<file path="src/rtl/ha_bist_pkg.sv">
// Shared types and constants for the half-adder BIST.
// Used by half_adder_bist and ha_golden.
package ha_bist_pkg;

    typedef enum logic [2:0] {
        IDLE   = 3'd0,
        APPLY  = 3'd1,
        SETTLE = 3'd2,
        CHECK  = 3'd3,
        DONE   = 3'd4
    } state_t;

    localparam int VEC_W  = 2;
    localparam int RESP_W = 2;

    // Reference {carry, sum} for a {a, b} input pair.
    function automatic logic [RESP_W-1:0] ha_ref(input logic [VEC_W-1:0] v);
        return {v[1] & v[0], v[1] ^ v[0]};
    endfunction

endpackage

</file>
<file path="src/rtl/ha_golden.sv">
// Combinational golden model of a half adder.
// Maps {a, b} to the expected {c_out, s}.
module ha_golden
    import ha_bist_pkg::*;
(
    input  logic [VEC_W-1:0]  i_vec,
    output logic [RESP_W-1:0] o_resp
);

    assign o_resp = ha_ref(i_vec);

endmodule

</file>
<file path="src/rtl/half_adder_bist.sv">
// Exhaustive self-test driver/checker for the half_adder cell.
// Optional first-failure log enabled by HA_BIST_ERRLOG_EN.
module half_adder_bist
    import ha_bist_pkg::*;
#(
    parameter int SETTLE_CYCLES = 2,
    parameter int PASSES        = 1,
    parameter int CNT_W         = 8
) (
    input  logic             clk,
    input  logic             rst,
    input  logic             start,
    output logic             a,
    output logic             b,
    input  logic             c_out,
    input  logic             s,
    output logic             busy,
    output logic             done,
    output logic             pass,
    output logic [CNT_W-1:0] err_cnt
`ifdef HA_BIST_ERRLOG_EN
    ,
    output logic [3:0]       fail_vec
`endif
);

    localparam int SET_W = (SETTLE_CYCLES > 1) ? $clog2(SETTLE_CYCLES) : 1;
    localparam int PAS_W = $clog2(PASSES + 1);
    localparam int SET_L = (SETTLE_CYCLES > 0) ? SETTLE_CYCLES - 1 : 0;

    localparam logic [SET_W-1:0] SET_LAST = SET_W'(SET_L);
    localparam logic [PAS_W-1:0] PAS_LAST = PAS_W'(PASSES - 1);
    localparam logic [CNT_W-1:0] ERR_MAX  = '1;

    state_t              r_state;
    logic [VEC_W-1:0]    r_vec;
    logic [SET_W-1:0]    r_set;
    logic [PAS_W-1:0]    r_pcnt;
    logic [CNT_W-1:0]    r_err;
    logic                r_a;
    logic                r_b;
    logic                r_busy;
    logic                r_done;
    logic                r_pass;
`ifdef HA_BIST_ERRLOG_EN
    logic [3:0]          r_fail_vec;
`endif

    logic [RESP_W-1:0]   w_exp;
    logic [RESP_W-1:0]   w_resp;
    logic                w_mis;
    logic [CNT_W-1:0]    w_err_nx;

    ha_golden u_golden (
        .i_vec  ({r_a, r_b}),
        .o_resp (w_exp)
    );

    assign w_resp   = {c_out, s};
    // A mismatch on both bits still counts once.
    assign w_mis    = (w_resp != w_exp);
    assign w_err_nx = (r_err == ERR_MAX) ? r_err : r_err + CNT_W'(1);

    always_ff @(posedge clk) begin
        if (rst) begin
            r_state <= IDLE;
            r_vec   <= '0;
            r_set   <= '0;
            r_pcnt  <= '0;
            r_err   <= '0;
            r_a     <= 1'b0;
            r_b     <= 1'b0;
            r_busy  <= 1'b0;
            r_done  <= 1'b0;
            r_pass  <= 1'b0;
`ifdef HA_BIST_ERRLOG_EN
            r_fail_vec <= '0;
`endif
        end else begin
            unique case (r_state)
                IDLE, DONE: begin
                    if (start) begin
                        r_state <= APPLY;
                        r_vec   <= '0;
                        r_pcnt  <= '0;
                        r_err   <= '0;
                        r_a     <= 1'b0;
                        r_b     <= 1'b0;
                        r_busy  <= 1'b1;
                        r_done  <= 1'b0;
                        r_pass  <= 1'b0;
`ifdef HA_BIST_ERRLOG_EN
                        r_fail_vec <= '0;
`endif
                    end
                end
                APPLY: begin
                    {r_a, r_b} <= r_vec;
                    r_set      <= '0;
                    r_state    <= (SETTLE_CYCLES == 0) ? CHECK : SETTLE;
                end
                SETTLE: begin
                    if (r_set == SET_LAST) begin
                        r_state <= CHECK;
                    end else begin
                        r_set <= r_set + SET_W'(1);
                    end
                end
                CHECK: begin
                    if (w_mis) begin
                        r_err <= w_err_nx;
`ifdef HA_BIST_ERRLOG_EN
                        // Saturating count never returns to 0 within a run.
                        if (r_err == '0) begin
                            r_fail_vec <= {r_a, r_b, c_out, s};
                        end
`endif
                    end
                    r_vec   <= r_vec + VEC_W'(1);
                    r_state <= APPLY;
                    if (r_vec == 2'd3) begin
                        if (r_pcnt == PAS_LAST) begin
                            r_state <= DONE;
                            r_busy  <= 1'b0;
                            r_done  <= 1'b1;
                            r_pass  <= (r_err == '0) && !w_mis;
                        end else begin
                            r_pcnt <= r_pcnt + PAS_W'(1);
                        end
                    end
                end
                default: r_state <= IDLE;
            endcase
        end
    end

    assign a       = r_a;
    assign b       = r_b;
    assign busy    = r_busy;
    assign done    = r_done;
    assign pass    = r_pass;
    assign err_cnt = r_err;
`ifdef HA_BIST_ERRLOG_EN
    assign fail_vec = r_fail_vec;
`endif

endmodule

</file>
<file path="config.mk">
export PLATFORM = sky130hd
export DESIGN_NAME = half_adder_bist
export DESIGN_NICKNAME = d
export VERILOG_FILES = /design/src/rtl/ha_bist_pkg.sv /design/src/rtl/ha_golden.sv /design/src/rtl/half_adder_bist.sv
export SDC_FILE = /design/constraint.sdc
export NUM_CORES = 1
export LEC_CHECK = 0
export CAP_MARGIN = 20
export CORE_UTILIZATION = 40
export DETAILED_ROUTE_END_ITERATION = 16
export GPL_ROUTABILITY_DRIVEN = 0
export PLACE_DENSITY = 0.72
export SLEW_MARGIN = 20
export SYNTH_ARGS = -nofsm -noshare
export SYNTH_HDL_FRONTEND = slang
export SYNTH_SLANG_ARGS = --single-unit
</file>
<file path="constraint.sdc">
create_clock -name clk -period 3.4 [get_ports clk]
set_clock_uncertainty 0.2 [all_clocks]
set_input_delay 0.68 -clock clk [delete_from_list [all_inputs] [get_ports clk]]
set_output_delay 0.68 -clock clk [all_outputs]
set_load 0.005 [all_outputs]
</file>
==> flow_summary.ini, run 1 <==
[clocking]
cts_hold_buf = 0
cts_buffers = 3
cts_resized = 0
cts_tree = built
postCtsSetupBuffers = 0
clk_pin_slew_ns = 0.11
clock_path_buffers = 2
insertion_delay_ns = 0.29
clkSinkCount = 19
cts_root_buf = clkbuf_4
h-tree-depth = 1

[critical_path]
crit_chain = clkdlybuf4s50_1
critPathTopFamily = buffers and inverters
worst-path-buf-inv = 1
reg2reg_from = r_state[0]
r2r-end = err_cnt[3]
endpoint = err_cnt[2]
setup.worst_path.end_class = primary output
path_depth = 1
crit_fanout = 10
reg2reg_depth = 4
slowest_stage = clkdlybuf4s50_1
slowest_delay_ns = 0.56
worstPathArrival_ns = 1.35
startpoint = err_cnt[2]
worstPathRequired_ns = 2.52
reg2reg_slack_ns = 1.40
critPathLaunchType = register
crit_type = register to primary output

[global_routing]
grt_pass1_vias = 855
grtUsageTotal_pct = 18.7
antenna_found_initial = 0
grt_max_degree = 23
gr-total-overflow = 0
grt_pass1_wl_um = 3850

[synthesis]
synth-seq-cells = 19
netlist_area_mm2 = 0.00102
synth_area_leader_cell = dfxtp_1
syn_inst = 119
synth_ff_type = dfxtp_1
synth_most_common_cell = dfxtp_1
ys_warn_count = 0
async_reset_ff_share_pct = 0
synthDistinctLibCells = 43
yosysTopAreaCellShare_pct = 37.2
synth_fp_nets = 128
syn_avg_cell_area_um2 = 8.60
synth_commonest_cells = dfxtp_1, nor2_1, a21oi_1, o21ai_0
yosysSeqAreaShare_pct = 37.2
synthTopCellsByArea = dfxtp_1, a21oi_1, ha_1, nor2_1, o21ai_0
synth_edf_count = 0

[hold_path]
hold_path_depth = 2
hp-start = pass
hold_path_class = register to register

[timing]
fin_crit_ns = 2.23
final.setup.tns_ns = 0
hold_slack_ns = 0.287
setup_viol = 0
worstMarginPinSlew_ns = 0.742
finalHoldViolCount = 0
min_period_over_period_pct = 65.6
drv_slew = 0
rsz0062_at_grt = no
max_freq_mhz = 448
slew_headroom_pct = 50.4

[final_layout]
finalNetCount = 142
seq_area_um2 = 380
nFillCells = 231
final_cell_area_mm2 = 0.00121
multi_input_area_um2 = 576
syn2layout_area_growth_pct = 17.8
drive_above_1_share_pct = 5.30
diodes = 0
instances_no_fill = 160

[floorplanning]
start_util_pct = 44.1
dieArea_mm2 = 0.00277
coreArea_mm2 = 0.00232
die_h_um = 52.6
row_count = 17
die_w_um = 52.6
ios = 18

[power]
p_sw_share_pct = 28.8
intPower_uw = 307
p_comb_share_pct = 16.1
pwr-share-seq_pct = 57.5
p_per_area_mw_per_mm2 = 358
peakVddDrop_v = 0.000248
p_total_uw = 431
power_switching_uw = 124
p_leak_uw = 0.000421
p_clk_share_pct = 26.3

[placed_design]
io_buffers = 17
dpl-instance-area_mm2 = 0.00118
dp.cells = 156
dp_hpwl_um = 1550

[route]
dr.pass1.iters = 4
wl_um = 2200
antenna_left = 0
vias = 935
drcViolationCount = 0
first_iter_violations = 32
wl_per_cell_um = 13.8
via_per_inst = 5.84

[flow_run]
cap_violations = 0

[outcome]
status = completed
==> worst min path at each step <==
stage and to:
5_1_grt pass, 3_5_place_dp pass, 2_1_floorplan pass, 4_1_cts pass, 3_3_place_gp pass, 6_report pass
==> area by class of cell <==
type                       count  share of cell area (%)
multi-input combinational     87                    47.7
inverter                       5                    1.56
clock buffer                   4                    2.18
timing repair buffer          17                    14.1
tap                           28                    2.90
sequential                    19                    31.5
==> routing by layer <==
layer | share of wire (%) | wire length (um) | track usage [%] | up-vias
li1 | - | - | - | 472
met1 | 49 | 1080 | 26.0 | 440
met2 | 46 | 1010 | 28.5 | 21
met3 | 4.8 | 105 | 2.90 | 2
met4 | 0.55 | 12 | 7.46 | 0
met5 | 0 | 0 | 0 | -
==> power by group through the flow <==
stage / clock, uW / sequential [uW] / combinational [uW]
final: 113 / 248 / 69.6
after global routing: 122 / 251 / 79.9
after CTS: 116 / 248 / 68.9
after detailed placement: 0 / 253 / 68.7
after global placement: 0 / 253 / 67.5
after floorplan: 0 / 243 / 65.8
==> flip-flops by register name (all words and copies together), names as in the netlist <==
name     cells
a            1
b            1
err_cnt      8
r_state      3
r_vec        2
r_set        1
pass         1
done         1
busy         1
==> placed cells by master, fill, tap and decap left out, types with 2 or more instances in the layout <==
cell type and n:
o211ai_1 3, a22oi_1 3, clkbuf_4 3, and4_1 2, nor3b_1 3, clkdlybuf4s50_1 17, nand3_1 5, ha_1 4
o31ai_1 2, nor4b_1 2, o21ai_0 6, dfxtp_1 19, a31oi_1 2, nor2_1 12, or3_1 3, a41oi_1 2
nand2b_1 2, a21oi_1 10, inv_1 5, nand2_1 2, xor2_1 2, nor3_1 2
==> metrics by stage <==
| stage | setup slack, ns | utilization (%) |
|---|---|---|
| after CTS | 1.17 | 52.0 |
| after detailed placement | 0.911 | 50.9 |
| after global routing | 0.987 | 52.0 |
| after global placement | 0.988 | 50.9 |
| final | 1.17 | 52.0 |
| after floorplan | 1.56 | - |
==> kinds of logic (layout without fill, tap and decap cells) <==
family,Yosys count,in the layout,share of synthesized area [%]
AO/OA/AOI/OAI,37,37,23.6
flip-flops,19,19,37.2
adder cells (fa/ha/maj),4,4,4.89
buffers and inverters,13,26,6.60
AND/OR/NAND/NOR,43,43,25.2
XOR/XNOR,3,3,2.57
No activity file was read; power rests on OpenSTA's default activity.
==> run 2: changes to the inputs <==
- PLACE_DENSITY: 0.72 -> 0.75
- clock period: 3.4 -> 1.8 ns (I/O delays scaled with it)
==> run 2 against run 1 <==
Critical path depth grew 5. Die area unchanged. Power up 100%. Clock-buffer cell count did not move. Critical path type is now register to register. Cell count grew 15%. Sequential power is 78% higher. Clock power increased by 96%. Flip-flop and latch count did not move. Worst hold slack better by 0.0031 ns.
==> flow_summary.ini, run 2 (synthesis results as in run 1) <==
[global_routing]
grt_pass1_vias = 972
antenna_found_initial = 0
grt_max_degree = 19
grt_pass1_wl_um = 4390
gr-total-overflow = 0
grtUsageTotal_pct = 21.4

[power]
p_sw_share_pct = 30.3
p_leak_uw = 0.000610
pwr-share-seq_pct = 50.5
p_clk_share_pct = 25.3
peakVddDrop_v = 0.000540
intPower_uw = 609
power_switching_uw = 265
p_comb_share_pct = 24.1
p_per_area_mw_per_mm2 = 574

[critical_path]
critPathLaunchType = register
crit_fanout = 8
crit_type = register to register
startpoint = a
setup.worst_path.end_class = register
worstPathArrival_ns = 1.81
worstPathRequired_ns = 1.81
reg2reg_from = a

[hold_path]
hp-start = err_cnt[4]
hold_path_class = register to register

[timing]
rsz0062_at_grt = yes
fin_crit_ns = 1.79
drv_slew = 0
worstMarginPinSlew_ns = 0.483
slew_headroom_pct = 67.7
setup_viol = 0
max_freq_mhz = 558
hold_slack_ns = 0.290
finalHoldViolCount = 0
min_period_over_period_pct = 99.6

[final_layout]
largest_reg_flops = 8
syn2layout_area_growth_pct = 48.7
drive_above_1_share_pct = 34.0
finalNetCount = 166
final_cell_mix = buf_4, nor2_1, clkdlybuf4s50_1
final_core_util_pct = 65.6
diodes = 0
final_common_cell = buf_4

[floorplanning]
die_w_um = 52.6
row_count = 17
start_util_pct = 44.1
dieArea_mm2 = 0.00277
coreArea_mm2 = 0.00232
ios = 18
die_h_um = 52.6

[flow_run]
cap_violations = 0

[clocking]
h-tree-depth = 1
clock_path_buffers = 2
cts_root_buf = clkbuf_4
cts_tree = built
clkSinkCount = 19
cts_buffers = 3
insertion_delay_ns = 0.30
clk_pin_slew_ns = 0.11
cts_hold_buf = 0

[placed_design]
dp_hpwl_um = 1890
io_buffers = 17

[outcome]
status = completed

[route]
first_iter_violations = 42
vias = 1127
drcViolationCount = 0
wl_um = 2920
via_per_inst = 6.13
wl_per_cell_um = 15.9
antenna_left = 0
dr.pass1.iters = 5
## run 2: cell types whose count changed in the layout (fill, tap and decap cells not counted), sizes merged
cell and delta:
buf +24, dlygate4sd2 +4, clkdlybuf4s50 -6, dlymetal6s2s +2
## run 2: path summary, 6_finish.rpt
path	end	cells past startpoint	slack (ns)
min reg2reg	err_cnt[4]	1	0.29
max	err_cnt[5]	6	0.007
min	err_cnt[4]	1	0.29
max reg2reg	err_cnt[5]	6	0.007
## run 2: what timing repair did
action                                  in CTS  in global routing
endpoints found under the setup margin      18                 14
buffers inserted                             0                  9
resized for setup                           24                 15
pin swaps                                    1                  5
## run 2: power by group through the flow
| stage | Sequential, uW | Combinational (uW) | Clock, uW |
|---|---|---|---|
| 2_1_floorplan | 458 | 124 | 0 |
| 3_3_place_gp | 458 | 180 | 0 |
| 3_5_place_dp | 460 | 191 | 0 |
| 4_1_cts | 447 | 197 | 222 |
| 5_1_grt | 444 | 228 | 240 |
| 6_report | 441 | 211 | 221 |
## run 2: final cells by class
cell class / instances / area, um^2
Inverter: 5 / 18.8
Sequential cell: 19 / 408
Fill cell: 183 / 797
Tap cell: 28 / 35.0
Clock buffer: 4 / 26.3
Timing Repair Buffer: 41 / 367
Multi-Input combinational cell: 87 / 667
## run 2: through the flow
step	instance area, um^2	setup TNS (ns)	instances	total power (uW)	setup slack (ns)
finish	1520	0	184	874	0.00718
global route	1520	-0.166	184	912	-0.0574
CTS	1400	0	175	866	0.00316
detailed placement	1320	-2.61	172	651	-0.312
global placement	1320	-2.34	172	638	-0.279
floorplan	1030	0	119	583	0.0213
## run 2: critical path, stage by stage (launching register included)
cell	delay, ns
dfxtp_2	0.35
ha_4	0.26
xor2_4	0.19
o21ai_4	0.27
buf_6	0.15
o21ai_4	0.06
o31ai_2	0.22
## run 2: per-layer routing
layer | vias to the layer above | share of wire, % | global-route usage (%)
li1 | 515 | - | -
met1 | 547 | 42 | 29.3
met2 | 55 | 50 | 33.3
met3 | 10 | 6.0 | 2.03
met4 | 0 | 2.6 | 10.5
met5 | - | 0 | 0
==> run 3: changes to the inputs <==
--- a/config.mk
+++ b/config.mk
@@ -6,9 +6,9 @@
 export NUM_CORES = 1
 export LEC_CHECK = 0
-export CAP_MARGIN = 20
+export ABC_AREA = 1
 export CORE_UTILIZATION = 40
 export DETAILED_ROUTE_END_ITERATION = 16
 export GPL_ROUTABILITY_DRIVEN = 0
-export PLACE_DENSITY = 0.75
+export PLACE_DENSITY = 0.74
 export SLEW_MARGIN = 20
 export SYNTH_ARGS = -nofsm -noshare
==> constraint.sdc (replaced) <==
create_clock -name clk -period 1.8 [get_ports clk]
set_clock_uncertainty 0.2 [all_clocks]
set_input_delay 0.54 -clock clk [delete_from_list [all_inputs] [get_ports clk]]
set_output_delay 0.54 -clock clk [all_outputs]
set_load 0.005 [all_outputs]
==> run 3 against run 2 <==
Routed wire length shrank 5.5%. Critical path type is now primary input to register. Critical endpoint unchanged. Cell count grew 18%. Worst setup slack gained 0.12 ns. Largest cell class unchanged. Cell area shrank 4.5%. Critical path depth grew 1. Sequential share of layout area grew 0.67 points. Register-to-register slack gained 0.12 ns. Sequential power grew 27%. Core utilization shrank 7.5 points. Via count shrank 1.1%. Synthesized cell count grew 28%.
==> flow_summary.ini, run 3 <==
[synthesis]
synth_fp_nets = 161
netlist_area_mm2 = 0.00107
synth_xor_area_share_pct = 0.821
synth_top_family_by_area = simple AND/OR/NAND/NOR gates
syn_inst = 152
yosysSeqAreaShare_pct = 35.6
synth_most_common_cell = nand2_1
synthAdderAreaFrac_pct = 4.69
synthSimpleGateAreaFrac_pct = 41.0
synthDistinctLibCells = 22
synth_area_leader_cell = dfxtp_1
syn_avg_cell_area_um2 = 7.02
synthMuxAreaShare_pct = 0
ys_warn_count = 0
yosysTopAreaCellShare_pct = 35.6
synth_ff_type = dfxtp_1
synthTopCellsByArea = dfxtp_1, nand2_1, nor2_1, inv_1, a21oi_1
async_reset_ff_share_pct = 0
synth_edf_count = 0
synth-seq-cells = 19
synth_compound_area_share_pct = 9.61
synth_commonest_cells = nand2_1, nor2_1, inv_1, dfxtp_1, a21oi_1

[flow_run]
cap_violations = 0

[route]
wl_per_cell_um = 12.7
dr.pass1.iters = 4
maxUsedRoutingLayer = met4
routed-wl-met3_um = 128
antenna_left = 0
dr_wl_met2_um = 1470
via_per_inst = 5.11
wirelength_met1_um = 1150
vias = 1115
drcViolationCount = 0
first_iter_violations = 25
wl_um = 2760

[global_routing]
gr-total-overflow = 0
grt_pass1_vias = 1088
grt_pass1_wl_um = 4280
grt_max_degree = 11
antenna_found_initial = 0
grtUsageTotal_pct = 20.6

[power]
peakVddDrop_v = 0.000634
p_leak_uw = 0.000682
p_per_area_mw_per_mm2 = 973

[floorplanning]
start_util_pct = 42.7
ios = 18
die_w_um = 53.7
dieArea_mm2 = 0.00288
die_h_um = 53.7
coreArea_mm2 = 0.00250
row_count = 18

[final_layout]
instances_no_fill = 218
final_cell_mix = nand2_1, nor2_1, inv_1
finalNetCount = 198
largest_reg_flops = 8
nFillCells = 233
diodes = 0
syn2layout_area_growth_pct = 36.1
drive_above_1_share_pct = 25.5
final_common_cell = nand2_1

[clocking]
cts_root_buf = clkbuf_4
cts_hold_buf = 0
h-tree-depth = 1
insertion_delay_ns = 0.31
cts_tree = built
clk_pin_slew_ns = 0.12
cts_buffers = 3
clock_path_buffers = 2
clkSinkCount = 19

[placed_design]
dp.cells = 206
io_buffers = 17
dp_hpwl_um = 2030

[critical_path]
critPathLaunchType = primary input
setup.worst_path.end_class = register
worstPathRequired_ns = 1.82
crit_fanout = 5
worstPathArrival_ns = 1.69
crit_type = primary input to register

[timing]
slew_headroom_pct = 75.5
min_period_over_period_pct = 93.0
drv_slew = 0
finalHoldViolCount = 0
worstMarginPinSlew_ns = 0.364
final.setup.tns_ns = 0
fin_crit_ns = 1.67
setup_viol = 0
max_freq_mhz = 597
rsz0062_at_grt = no

[hold_path]
hold_path_class = register to register

[outcome]
status = completed
==> run 3: area by class of cell <==
| class | count | area (um^2) | share of cell area, % |
|---|---|---|---|
| Sequential cell | 19 | 399 | 27.5 |
| Clock buffer | 4 | 26.3 | 1.81 |
| Tap cell | 30 | 37.5 | 2.58 |
| Inverter | 21 | 83.8 | 5.77 |
| Timing Repair Buffer | 33 | 274 | 18.9 |
| Multi-Input combinational cell | 111 | 632 | 43.5 |
==> run 3: metal layers <==
metal,global-route usage [%],vias to the layer above
li1,-,559
met1,21.6,527
met2,39.0,26
met3,6.50,3
met4,5.70,0
met5,0,-
==> run 3: per-stage QoR <==
stage	hold slack, ns	total power (uW)	worst slack (ns)	instance area [um^2]	util (%)
final	0.272	1410	0.126	1450	58.1
after global routing	0.288	1510	0.00664	1450	58.1
after CTS	0.278	1410	0.0494	1420	56.8
after detailed placement	0.266	1170	-0.181	1330	53.3
after global placement	0.252	1140	-0.142	1330	53.3
after floorplan	0.238	936	0.270	1070	-
==> run 3: worst paths after layout <==
| kind | start | end | slack (ns) | cells past startpoint |
|---|---|---|---|---|
| max | s | err_cnt[5] | 0.13 | 7 |
| min | done | done | 0.27 | 1 |
| max reg2reg | err_cnt[1] | err_cnt[1] | 0.13 | 9 |
| min reg2reg | done | done | 0.27 | 1 |
==> run 3: logic make-up after synthesis <==
logic type,count (synthesis)
xor+xnor,1
compound gates,20
flops,19
simple gates,86
buf+inv,22
fa+ha+maj,4
==> run 3: where the power goes <==
group	leakage [uW]	total (uW)	switching, uW	internal (uW)
logic	0.000506	624	364	260
clock network	0.0000150	231	145	86.7
registers	0.000161	558	57.6	501
==> run 3: worst max-delay path: stages <==
cell and delay (ns):
clkdlybuf4s50_1 0.46, xnor2_2 0.22, nand3_2 0.18, nand3_4 0.14
nand2_1 0.06, nand2_1 0.05, nor2_1 0.04
==> run 3: repair_timing <==
action                                  CTS  global route
gates resized for setup                  27             5
endpoints found under the setup margin   13             7
pin swaps                                 0             4
buffers inserted                          8             0
hold endpoints to repair                  0             0
